### config.mk
export PLATFORM = sky130hd
export DESIGN_NAME = instr_issue_queue
export DESIGN_NICKNAME = d
export VERILOG_FILES = /design/src/rtl/instr_issue_queue_pkg.sv /design/src/rtl/iq_ring_buffer.sv /design/src/rtl/instr_issue_queue.sv
export SDC_FILE = /design/constraint.sdc
export NUM_CORES = 1
export LEC_CHECK = 0
export BUFFER_PORTS_ARGS = -buffer_cell sky130_fd_sc_hd__buf_2
export CORE_MARGIN = 8
export CORE_UTILIZATION = 25
export CTS_BUF_LIST = sky130_fd_sc_hd__clkbuf_8
export DETAILED_ROUTE_END_ITERATION = 16
export PLACE_DENSITY_LB_ADDON = 0.2
export REMOVE_ABC_BUFFERS = 1
export SLEW_MARGIN = 0
export SYNTH_ARGS = -nofsm -noshare
export SYNTH_HDL_FRONTEND = slang
export SYNTH_SLANG_ARGS = --single-unit
### constraint.sdc
create_clock -name clk -period 3.3 [get_ports clk]
set_input_delay 0.66 -clock clk [delete_from_list [all_inputs] [get_ports clk]]
set_output_delay 0.66 -clock clk [all_outputs]
set_load 0.005 [all_outputs]
### src/rtl/instr_issue_queue_pkg.sv
// Shared types and constants for the instruction fetch/issue buffer.
package instr_issue_queue_pkg;

    localparam logic [6:0]  OP_LOAD   = 7'b0000011;
    localparam logic [6:0]  OP_STORE  = 7'b0100011;
    localparam logic [31:0] NOP_INSTR = 32'h0000_0013;

    // One queued instruction together with the address it was fetched from.
    typedef struct packed {
        logic [31:0] pc;
        logic [31:0] instr;
    } iq_entry_t;

    // Loads and stores are steered to the load/store buffer; everything else
    // goes to the arithmetic reservation stations.
    function automatic logic is_ls_op(input logic [31:0] word);
        return (word[6:0] == OP_LOAD) || (word[6:0] == OP_STORE);
    endfunction

endpackage

### src/rtl/iq_ring_buffer.sv
// Circular buffer of fetched instructions with push, pop and flush.
module iq_ring_buffer
    import instr_issue_queue_pkg::*;
#(
    parameter  int DEPTH = 4,
    localparam int PW    = $clog2(DEPTH),
    localparam int CW    = $clog2(DEPTH + 1)
) (
    input  logic          clk,
    input  logic          rst,
    input  logic          i_push,
    input  iq_entry_t     i_push_data,
    input  logic          i_pop,
    input  logic          i_flush,
    output iq_entry_t     o_head,
    output logic [CW-1:0] o_count,
    output logic          o_empty
);

    iq_entry_t     r_mem [DEPTH];
    logic [PW-1:0] r_rd_ptr;
    logic [PW-1:0] r_wr_ptr;
    logic [CW-1:0] r_count;

    logic w_full;
    logic w_push;
    logic w_pop;

    assign o_empty = (r_count == '0);
    assign w_full  = (r_count == CW'(DEPTH));

    // Guards keep the occupancy consistent even if a caller misbehaves.
    assign w_push  = i_push && !w_full;
    assign w_pop   = i_pop && !o_empty;

    assign o_head  = r_mem[r_rd_ptr];
    assign o_count = r_count;

    // Pointer and occupancy bookkeeping; flush empties the buffer in one edge.
    always_ff @(posedge clk or posedge rst) begin
        if (rst) begin
            r_rd_ptr <= '0;
            r_wr_ptr <= '0;
            r_count  <= '0;
        end else if (i_flush) begin
            r_rd_ptr <= '0;
            r_wr_ptr <= '0;
            r_count  <= '0;
        end else begin
            if (w_push) begin
                r_wr_ptr <= r_wr_ptr + PW'(1);
            end
            if (w_pop) begin
                r_rd_ptr <= r_rd_ptr + PW'(1);
            end
            case ({w_push, w_pop})
                2'b10:   r_count <= r_count + CW'(1);
                2'b01:   r_count <= r_count - CW'(1);
                default: r_count <= r_count;
            endcase
        end
    end

    // Entry storage; contents are only observed while occupied, so no reset.
    always_ff @(posedge clk) begin
        if (w_push && !i_flush) begin
            r_mem[r_wr_ptr] <= i_push_data;
        end
    end

endmodule

### src/rtl/instr_issue_queue.sv
// Fetch and issue buffer feeding the Tomasulo core: fetches from a 1-cycle
// synchronous instruction memory, queues the words and presents the head
// instruction, holding it while its reservation-station class is stalled.
module instr_issue_queue #(
    parameter  int          DEPTH     = 4,
    parameter  logic [31:0] RESET_PC  = 32'h0000_0000,
    parameter  logic [31:0] NOP_INSTR = instr_issue_queue_pkg::NOP_INSTR,
    localparam int          CW        = $clog2(DEPTH + 1)
) (
    input  logic          clk,
    input  logic          reset,
    output logic          imem_req,
    output logic [31:0]   imem_addr,
    input  logic [31:0]   imem_rdata,
    input  logic          A_stall,
    input  logic          LS_stall,
    input  logic          redirect_valid,
    input  logic [31:0]   redirect_pc,
    output logic [31:0]   instr,
    output logic          instr_valid,
    output logic [31:0]   instr_pc,
    output logic          issue,
    output logic [CW-1:0] count
);

    import instr_issue_queue_pkg::iq_entry_t;
    import instr_issue_queue_pkg::is_ls_op;

    logic [31:0]   r_pc;
    logic [31:0]   r_resp_pc;
    logic          r_inflight;

    iq_entry_t     w_push_data;
    iq_entry_t     w_head;
    logic [CW-1:0] w_count;
    logic [CW:0]   w_credit;
    logic          w_empty;
    logic          w_req;
    logic          w_push;
    logic          w_pop;
    logic          w_valid;
    logic          w_sel_stall;
    logic          w_unused_pc_lsb;

    // Redirect targets are forced word aligned.
    assign w_unused_pc_lsb = ^redirect_pc[1:0];

    // An outstanding fetch already owns a slot, so it is counted against the
    // free space. Pops in the same cycle are deliberately not credited.
    assign w_credit = {1'b0, w_count} + {{CW{1'b0}}, r_inflight};
    assign w_req    = !reset && !redirect_valid && (w_credit < (CW + 1)'(DEPTH));

    // A response returning during a redirect belongs to the old path.
    assign w_push      = r_inflight && !redirect_valid;
    assign w_push_data = '{pc: r_resp_pc, instr: imem_rdata};

    // Head presentation and class-selected stall handshake.
    assign w_valid     = !w_empty && !redirect_valid;
    assign w_sel_stall = is_ls_op(w_head.instr) ? LS_stall : A_stall;
    assign w_pop       = w_valid && !w_sel_stall;

    assign imem_req    = w_req;
    assign imem_addr   = r_pc;
    assign instr       = w_empty ? NOP_INSTR : w_head.instr;
    assign instr_valid = w_valid;
    assign instr_pc    = w_valid ? w_head.pc : 32'h0;
    assign issue       = w_pop;
    assign count       = w_count;

    iq_ring_buffer #(
        .DEPTH (DEPTH)
    ) u_ring (
        .clk         (clk),
        .rst         (reset),
        .i_push      (w_push),
        .i_push_data (w_push_data),
        .i_pop       (w_pop),
        .i_flush     (redirect_valid),
        .o_head      (w_head),
        .o_count     (w_count),
        .o_empty     (w_empty)
    );

    // Fetch PC and in-flight tracking; redirect restarts fetch on the next cycle.
    always_ff @(posedge clk or posedge reset) begin
        if (reset) begin
            r_pc       <= RESET_PC;
            r_inflight <= 1'b0;
        end else if (redirect_valid) begin
            r_pc       <= {redirect_pc[31:2], 2'b00};
            r_inflight <= 1'b0;
        end else if (w_req) begin
            r_pc       <= r_pc + 32'd4;
            r_inflight <= 1'b1;
        end else begin
            r_inflight <= 1'b0;
        end
    end

    // Remember the address of the outstanding request to tag its response.
    always_ff @(posedge clk) begin
        if (w_req) begin
            r_resp_pc <= r_pc;
        end
    end

endmodule

==> out/qor.yml, run 1 <==
placed_design:
  dp_hpwl_um: 21530
  gp_congestion: 0.7106
  port_buffers: 164
  pre_cts_ws_ns: 0.3552
timing:
  period_share: 0.9502
  tightestPinTransition_ns: 0.7957
  layout_setup_ws_ns: 0.1642
  hold_ws_ns: 0.1524
  skew_ns: 0.02277
  setup_viol: 0
  min_period_ns: 3.136
  rsz0062_at_grt: "false"
  fmax_mhz: 318.9
  final-hold-violation-count: 0
  drv_slew: 0
  slew_headroom: 0.4662
yosys:
  yosysTopAreaCell: "edfxtp_1"
  ys_seq_elements: 316
  yosys_warnings: 0
  syn-cell-area_um2: 12540
  synth.area.top_cells: "edfxtp_1 (67%), mux4_2 (11%), dfrtp_1 (7.6%)"
  avgSynthCellArea_um2: 18.10
  synth_cell_types: 48
  synth-seq-area-share: 0.7414
  yosys_most_used_dff: "edfxtp_1"
  synth_edf_count: 278
  synth.top_cell.area_share: 0.6656
  async_flop_share: 0.1203
  synthCells: 693
floorplan:
  die_area_um2: 57590
  ioPinCount: 171
  initial_core_util: 0.2515
  rows: 82
  core-area_um2: 49860
  fp.dieH_um: 240.0
  die_w_um: 240.0
cts:
  cts_tree: "yes"
  cts_root_buffer: "clkbuf_8"
  cts_buffers: 57
  clkLatencyLatePin_ns: 0.62
  ctsHoldBuffers: 0
  path_clk_slew_ns: 0.05
  htreeDepth: 2
  cts.sinks: 316
  clockBufferDepth: 3
cells_and_area:
  area_delta_synth_final_pct: 23.59
  nets: 987
  drive_above_1_share: 0.3604
  diodes: 0
  n_fill_cell: 5017
detailed_routing:
  first_iter_violations: 391
  dr.pass1.iters: 4
  viasPerCell: 4.355
  finalWirelength_um: 33860
  drc: 0
  wire_per_inst_um: 20.75
  vias: 7107
  ant_nets: 0
power:
  peakVddDrop_mv: 0.2543
  power_density_nw_per_um2: 596.6
  pwr-share-comb: 0.129
  switching_share: 0.2584
  power.leakage_nw: 5.486
  clkPwrFrac: 0.365
  seq_power_share: 0.506
  intPower_mw: 6.859
  power.switching_mw: 2.389
global_route:
  grt_pass1_vias: 7791
  grt_overflow: 0
  grt_util_all_layers: 0.1178
  grt_pass1_wl_um: 50740
  antenna_found_initial: 1
  grt_max_degree: 38
worst_setup_path:
  path_max_fanout: 6
  crit_path_start_kind: "flop"
  critical_path.endpoint_type: "output pin"
  critical_path_required_ns: 2.64
  rr_worst_depth: 12
  cp.arrival_ns: 2.48
  path_class: "flop to output pin"
min_path:
  hold_path.class: "input pin to asynchronous set/reset pin"
status:
  status: "finished clean"
run:
  drv_cap: 0
==> critical path, cell delays in order (launching register included) <==
cell and delay, ns:
dfrtp_4 0.50, buf_12 0.13, mux4_2 0.50, and4bb_1 0.23, a21boi_1 0.12, and3b_2 0.26
buf_6 0.13
==> path summary, 6_finish.rpt <==
check                                    from                   to  slack, ns
min in group clk              redirect_pc[17]        imem_addr[17]       0.25
setup / recovery           u_ring.r_rd_ptr[0]                issue       0.16
hold reg to reg                 r_resp_pc[10]  u_ring.r_mem[0][42]       0.49
setup reg to reg           u_ring.r_rd_ptr[0]    u_ring.o_count[1]       0.22
max in group asynchronous               reset        imem_addr[26]       2.37
hold / removal                          reset   u_ring.r_rd_ptr[0]       0.15
==> cell families after synthesis <==
logic type	Yosys count	share of synthesized area
buffers and inverters	50	0.01756
muxes	64	0.1129
adders and majority gates	6	0.006584
AOI/OAI and AO/OA	75	0.04170
DFF	316	0.7414
and+or+nand+nor	178	0.07632
xor gates and xnor gates	3	0.003192
other	1	0.0002990
==> flip-flops by register name (all words and copies together), names as in the netlist <==
signal,cells
u_ring.o_count,3
u_ring.r_rd_ptr,2
imem_addr,30
u_ring.r_wr_ptr,2
u_ring.r_mem,248
r_inflight,1
r_resp_pc,30
==> cell type report <==
type / instances / area, um^2 / area share
Timing Repair Buffer: 196 / 1175 / 0.07579
Clock buffer: 61 / 839.6 / 0.05416
Multi-Input combinational cell: 330 / 3078 / 0.1986
Inverter: 11 / 41.29 / 0.002664
Clock inverter: 46 / 220.2 / 0.01421
Tap cell: 672 / 840.8 / 0.05424
Sequential cell: 316 / 9306 / 0.6004
==> synthesized netlist by cell type (3+ instances only) <==
master	n
ha_1	5
a21oi_1	7
a31oi_1	8
or2_2	3
edfxtp_1	278
and3_1	9
nor2b_1	31
nor4_1	3
buf_1	5
and4_1	4
o21ai_0	21
dfrtp_1	38
o311ai_0	14
o211ai_1	7
nor2_1	18
clkbuf_1	26
buf_4	4
a221o_1	6
and2_1	33
nand2_1	42
mux4_2	62
nand3_1	18
nand4_1	4
inv_1	11
nor3_1	7
==> metal layers <==
metal	global-route usage	wire length (um)	vias up
li1	-	-	3200
met1	0.1501	15100	3646
met2	0.1959	16260	207
met3	0.02762	1784	54
met4	0.03952	714	0
met5	0	0	-
==> metrics by stage <==
step                      TNS [ns]  power, mW  instances  instance area, um^2    util
after global placement           0      5.974       1521                14360  0.2880
after global routing             0      9.745       1632                15500  0.3109
after floorplan             -74.90      5.324        657                12370       -
after CTS                        0      9.476       1630                15480  0.3104
final                            0      9.248       1632                15500  0.3109
after detailed placement         0      5.981       1521                14360  0.2880
==> what timing repair did <==
item,in CTS,in global routing
pin swaps,1,0
gates resized for setup,7,3
endpoints found under the setup margin,36,3
buffers inserted,3,2
==> layout by cell type (no fill, tap or decap), types with 3 or more instances in the layout <==
cell | synthesis | routed
edfxtp_1 | 278 | 278
buf_2 | 2 | 163
mux4_2 | 62 | 62
clkbuf_8 | 0 | 61
nand2_1 | 42 | 42
inv_1 | 11 | 36
dfrtp_1 | 38 | 36
and2_1 | 33 | 33
nor2b_1 | 31 | 31
buf_4 | 4 | 22
o21ai_0 | 21 | 21
nand3_1 | 18 | 18
nor2_1 | 18 | 16
o311ai_0 | 14 | 14
clkinv_1 | 0 | 10
a31oi_1 | 8 | 8
buf_12 | 0 | 8
o211ai_1 | 7 | 7
a21oi_1 | 7 | 7
nor3_1 | 7 | 6
a221o_1 | 6 | 6
and3_1 | 9 | 5
ha_1 | 5 | 5
clkinv_2 | 0 | 5
and4_1 | 4 | 4
nand4_1 | 4 | 4
and3_4 | 0 | 4
conb_1 | 1 | 4
clkinvlp_4 | 0 | 4
nor4_1 | 3 | 3
or2_2 | 3 | 3
buf_6 | 2 | 3
==> power groups by stage <==
stage | clock network (mW) | logic [mW] | registers (mW)
5_1_grt | 3.72 | 1.32 | 4.70
3_5_place_dp | 0 | 1.21 | 4.77
4_1_cts | 3.55 | 1.24 | 4.69
2_1_floorplan | 0 | 0.559 | 4.77
6_report | 3.38 | 1.19 | 4.68
3_3_place_gp | 0 | 1.21 | 4.76
Power figures use the tool's default switching activity.
==> run 2, diff against run 1 <==
==> constraint.sdc (replaced) <==
create_clock -name clk -period 3.3 [get_ports clk]
set_input_delay 0.495 -clock clk [delete_from_list [all_inputs] [get_ports clk]]
set_output_delay 0.495 -clock clk [all_outputs]
set_load 0.005 [all_outputs]
==> out/qor.yml, run 2 (synthesis gave the netlist of run 1 again) <==
status:
  status: "finished clean"
timing:
  final-hold-violation-count: 0
  skew_ns: 0.02585
  drv_slew: 0
  setup_viol: 0
  hold_ws_ns: 0.09010
  rsz0062_at_grt: "false"
  period_share: 0.9341
  min_period_ns: 3.082
  fmax_mhz: 324.4
  tightestPinTransition_ns: 0.9495
  slew_headroom: 0.3631
cells_and_area:
  nets: 988
  largest_register_ffs: 248
  largest_register: "u_ring.r_mem"
  mostFrequentLayoutCells: "edfxtp_1 (278), buf_2 (164), mux4_2 (62)"
  drive_above_1_share: 0.3594
  diodes: 0
  area_delta_synth_final_pct: 23.39
  layout_commonest_cell: "edfxtp_1"
worst_setup_path:
  critical_path.endpoint_type: "output pin"
  path_class: "flop to output pin"
  crit_path_start_kind: "flop"
  cp_cell_sequence: "mux4_2 > and4bb_1 > a21boi_1 > and3b_2 > buf_2"
  path_max_fanout: 11
  critical_path_required_ns: 2.80
  cp.arrival_ns: 2.59
  critPathMaxStageDelay_ns: 0.54
  rr_worst_depth: 10
  cp_slowest_cell: "mux4_2"
floorplan:
  die_w_um: 240.0
  ioPinCount: 171
  initial_core_util: 0.2515
  rows: 82
  core-area_um2: 49860
  fp.dieH_um: 240.0
  die_area_um2: 57590
global_route:
  antenna_found_initial: 1
  grt_overflow: 0
  grt_util_all_layers: 0.1174
  grt_pass1_vias: 7562
  grt_max_degree: 36
  grt_pass1_wl_um: 50670
run:
  drv_cap: 0
cts:
  clockBufferDepth: 3
  path_clk_slew_ns: 0.06
  clkLatencyLatePin_ns: 0.62
  htreeDepth: 2
  cts_buffers: 56
  cts_root_buffer: "clkbuf_8"
  cts.sinks: 316
  cts_tree: "yes"
detailed_routing:
  first_iter_violations: 355
  ant_nets: 0
  vias: 7199
  dr.pass1.iters: 6
  wire_per_inst_um: 20.80
  finalWirelength_um: 33950
  viasPerCell: 4.411
  drc: 0
placed_design:
  port_buffers: 164
  dp_hpwl_um: 21500
  gp_congestion: 0.7363
min_path:
  hold_path.class: "input pin to flop"
  holdPathStages: 3
power:
  power.total_mw: 9.208
  peakVddDrop_mv: 0.2559
  power.leakage_nw: 5.457
  power_density_nw_per_um2: 595.0
[run 2: cell types whose count changed in the layout (fill, tap and decap cells not counted), moves of 2 or more]
| cell | previous run | this run |
|---|---|---|
| clkinv_1 | 10 | 15 |
| inv_1 | 36 | 28 |
| dlygate4sd3_1 | 0 | 2 |
| clkinv_2 | 5 | 8 |
| clkbuf_8 | 61 | 58 |
| buf_6 | 3 | 1 |
[run 2: through the flow]
stage	utilization	area (um^2)	setup TNS, ns	worst slack (ns)	std cells
after CTS	0.3103	15470	0	0.05374	1632
after floorplan	-	12370	-64.35	-1.721	657
after detailed placement	0.2884	14380	0	0.4238	1522
after global routing	0.3104	15480	0	0.03464	1632
final	0.3104	15480	0	0.2176	1632
after global placement	0.2884	14380	0	0.3523	1522
[run 2: cell type report]
type / count / area (um^2)
fill: 5004 / 34390
clock buffer: 58 / 798.3
clock inverter: 47 / 234.0
sequential: 316 / 9306
tap: 672 / 840.8
inverter: 11 / 41.29
multi-input combinational: 330 / 3070
timing repair buffer: 198 / 1185
[run 2: repair_timing]
item,in CTS,in global routing
hold buffers,2,0
pin swaps,0,2
setup buffers,3,1
resized for setup,1,2
setup endpoints to repair,34,1
hold endpoints to repair,9,0
[run 2: critical path: cells and delay by family, from the launching register on]
kind	cells	cell delay [ns]
muxes	1	0.54
buffers and inverters	1	0.18
DFF	1	0.49
and+or+nand+nor	2	0.70
AOI/OAI and AO/OA	1	0.07
[run 2: where the power goes]
group	switching (mW)	internal, mW	total (mW)	leakage (nW)
sequential	0.158	4.53	4.69	2.99
clock	1.64	1.72	3.36	0.595
combinational	0.630	0.532	1.16	1.87
total	2.43	6.78	9.21	5.46
[run 2: final timing paths]
path,startpoint,endpoint,slack (ns)
hold / removal,redirect_pc[17],imem_addr[17],0.09
hold reg to reg,r_resp_pc[31],u_ring.r_mem[2][63],0.49
setup reg to reg,u_ring.r_rd_ptr[0],u_ring.o_count[2],0.38
setup / recovery,u_ring.r_rd_ptr[0],issue,0.22
min in group asynchronous,reset,imem_addr[20],0.59
max in group asynchronous,reset,imem_addr[13],1.96
[run 2: per-layer routing]
| layer | GRT usage | share of wire |
|---|---|---|
| met5 | 0 | 0 |
| met4 | 0.03419 | 0.022 |
| met3 | 0.03346 | 0.064 |
| met2 | 0.1883 | 0.46 |
| met1 | 0.1536 | 0.45 |
==> run 3, diff against run 2 <==
--- a/config.mk
+++ b/config.mk
@@ -5,11 +5,13 @@
 export SDC_FILE = /design/constraint.sdc
 export NUM_CORES = 1
 export LEC_CHECK = 0
+export ABC_CLOCK_PERIOD_IN_PS = 3300
 export BUFFER_PORTS_ARGS = -buffer_cell sky130_fd_sc_hd__buf_2
 export CORE_MARGIN = 8
 export CORE_UTILIZATION = 25
 export CTS_BUF_LIST = sky130_fd_sc_hd__clkbuf_8
 export DETAILED_ROUTE_END_ITERATION = 16
+export MAX_ROUTING_LAYER = met4
 export PLACE_DENSITY_LB_ADDON = 0.2
 export REMOVE_ABC_BUFFERS = 1
 export SLEW_MARGIN = 0
==> out/qor.yml, run 3 (synthesis gave the netlist of run 1 again) <==
status:
  status: "finished clean"
timing:
  final-hold-violation-count: 0
  tightestPinTransition_ns: 0.9395
  fmax_mhz: 324.3
  period_share: 0.9344
  layout_setup_ws_ns: 0.2163
  skew_ns: 0.02636
  drv_slew: 0
  hold_ws_ns: 0.09176
  rsz0062_at_grt: "false"
  slew_headroom: 0.3698
  min_period_ns: 3.084
  setup_viol: 0
cells_and_area:
  multi_input_area_um2: 3070
  largest_register_ffs: 248
  mostFrequentLayoutCells: "edfxtp_1 (278), buf_2 (164), mux4_2 (62)"
  layout_commonest_cell: "edfxtp_1"
  ff_latch_area_um2: 9306
  fin_cells: 1632
  largest_register: "u_ring.r_mem"
  area_delta_synth_final_pct: 23.39
  diodes: 0
  n_fill_cell: 5004
  drive_above_1_share: 0.3594
  nets: 988
  utilization: 0.3104
  final_area_um2: 15480
global_route:
  antenna_found_initial: 1
  grt_overflow: 0
  grt_pass1_wl_um: 50630
  grt_pass1_vias: 7561
  grt_max_degree: 36
  grt_util_all_layers: 0.1208
cts:
  cts.sinks: 316
  clkLatencyLatePin_ns: 0.62
  cts_tree: "yes"
  clockBufferDepth: 3
  cts_buffers: 56
  cts_root_buffer: "clkbuf_8"
  htreeDepth: 2
  path_clk_slew_ns: 0.06
worst_setup_path:
  path_max_fanout: 11
  critPathMaxStageDelay_ns: 0.54
  critical_path.endpoint_type: "output pin"
  cp_cell_sequence: "mux4_2 > and4bb_1 > a21boi_1 > and3b_2 > buf_2"
  cp_top_family: "simple AND/OR/NAND/NOR gates"
  crit_path_start_kind: "flop"
  cp.arrival_ns: 2.59
  critical_path_required_ns: 2.80
  path_class: "flop to output pin"
  critPathBufInv: 1
  cp_slowest_cell: "mux4_2"
detailed_routing:
  wire_per_inst_um: 20.82
  finalWirelength_um: 33980
  wl_met1_um: 15470
  dr.pass1.iters: 4
  dr.max_layer_used: "met4"
  route.met3.wl_um: 2032
  drc: 0
  first_iter_violations: 321
  met2_length_um: 15760
  vias: 7185
  viasPerCell: 4.403
  ant_nets: 0
floorplan:
  ioPinCount: 171
  core-area_um2: 49860
  die_w_um: 240.0
  fp.dieH_um: 240.0
  initial_core_util: 0.2515
  rows: 82
  die_area_um2: 57590
placed_design:
  port_buffers: 164
  placed_cells: 1522
  pre_cts_ws_ns: 0.4238
  gp_congestion: 0.7454
  dp_hpwl_um: 21500
  place_area_um2: 14380
run:
  drv_cap: 0
power:
  power.leakage_nw: 5.457
  peakVddDrop_mv: 0.2557
  power_density_nw_per_um2: 594.9
min_path:
  hold_path.class: "input pin to flop"
-- run 3: cell counts in the layout (fill, tap and decap cells not counted) --
No cell type changed its count.
-- run 3: final timing paths --
kind                                    start                  end  slack, ns  depth (start not counted)
hold / removal                 imem_rdata[18]  u_ring.r_mem[3][18]       0.09                          1
setup reg to reg           u_ring.r_rd_ptr[0]    u_ring.o_count[2]       0.38                         11
max in group asynchronous               reset        imem_addr[13]       1.96                          4
setup / recovery           u_ring.r_rd_ptr[0]                issue       0.22                          5
min in group asynchronous               reset        imem_addr[20]       0.58                          3
hold reg to reg                 r_resp_pc[31]  u_ring.r_mem[2][63]       0.49                          0
-- run 3: timing repair --
action | CTS | global route
endpoints found under the hold margin | 9 | 0
hold buffers | 2 | 0
pin swaps | 0 | 2
setup endpoints to repair | 34 | 1
buffers inserted | 3 | 1
gates resized for setup | 1 | 2
-- run 3: layout make-up --
cell class,count,area share
flip-flops and latches,316,0.6013
multi-input cells,330,0.1984
repair buffers,198,0.07656
well taps,672,0.05433
clock buffers,58,0.05158
clock inverters,47,0.01512
inverters,11,0.002668
-- run 3: layer usage --
layer	global-route usage	vias to the layer above
met4	0.03419	0
met1	0.1544	3690
met2	0.1888	231
met3	0.03129	58
li1	-	3206
met5	-	-
-- run 3: power breakdown --
group / internal (mW) / switching [mW]
combinational: 0.532 / 0.631
clock: 1.72 / 1.64
sequential: 4.53 / 0.158
total: 6.78 / 2.43
-- run 3: stage by stage --
stage | TNS (ns) | power [mW]
after floorplan | -64.35 | 5.324
after global placement | 0 | 5.961
after detailed placement | 0 | 5.969
after CTS | 0 | 9.413
after global routing | 0 | 9.681
final | 0 | 9.206
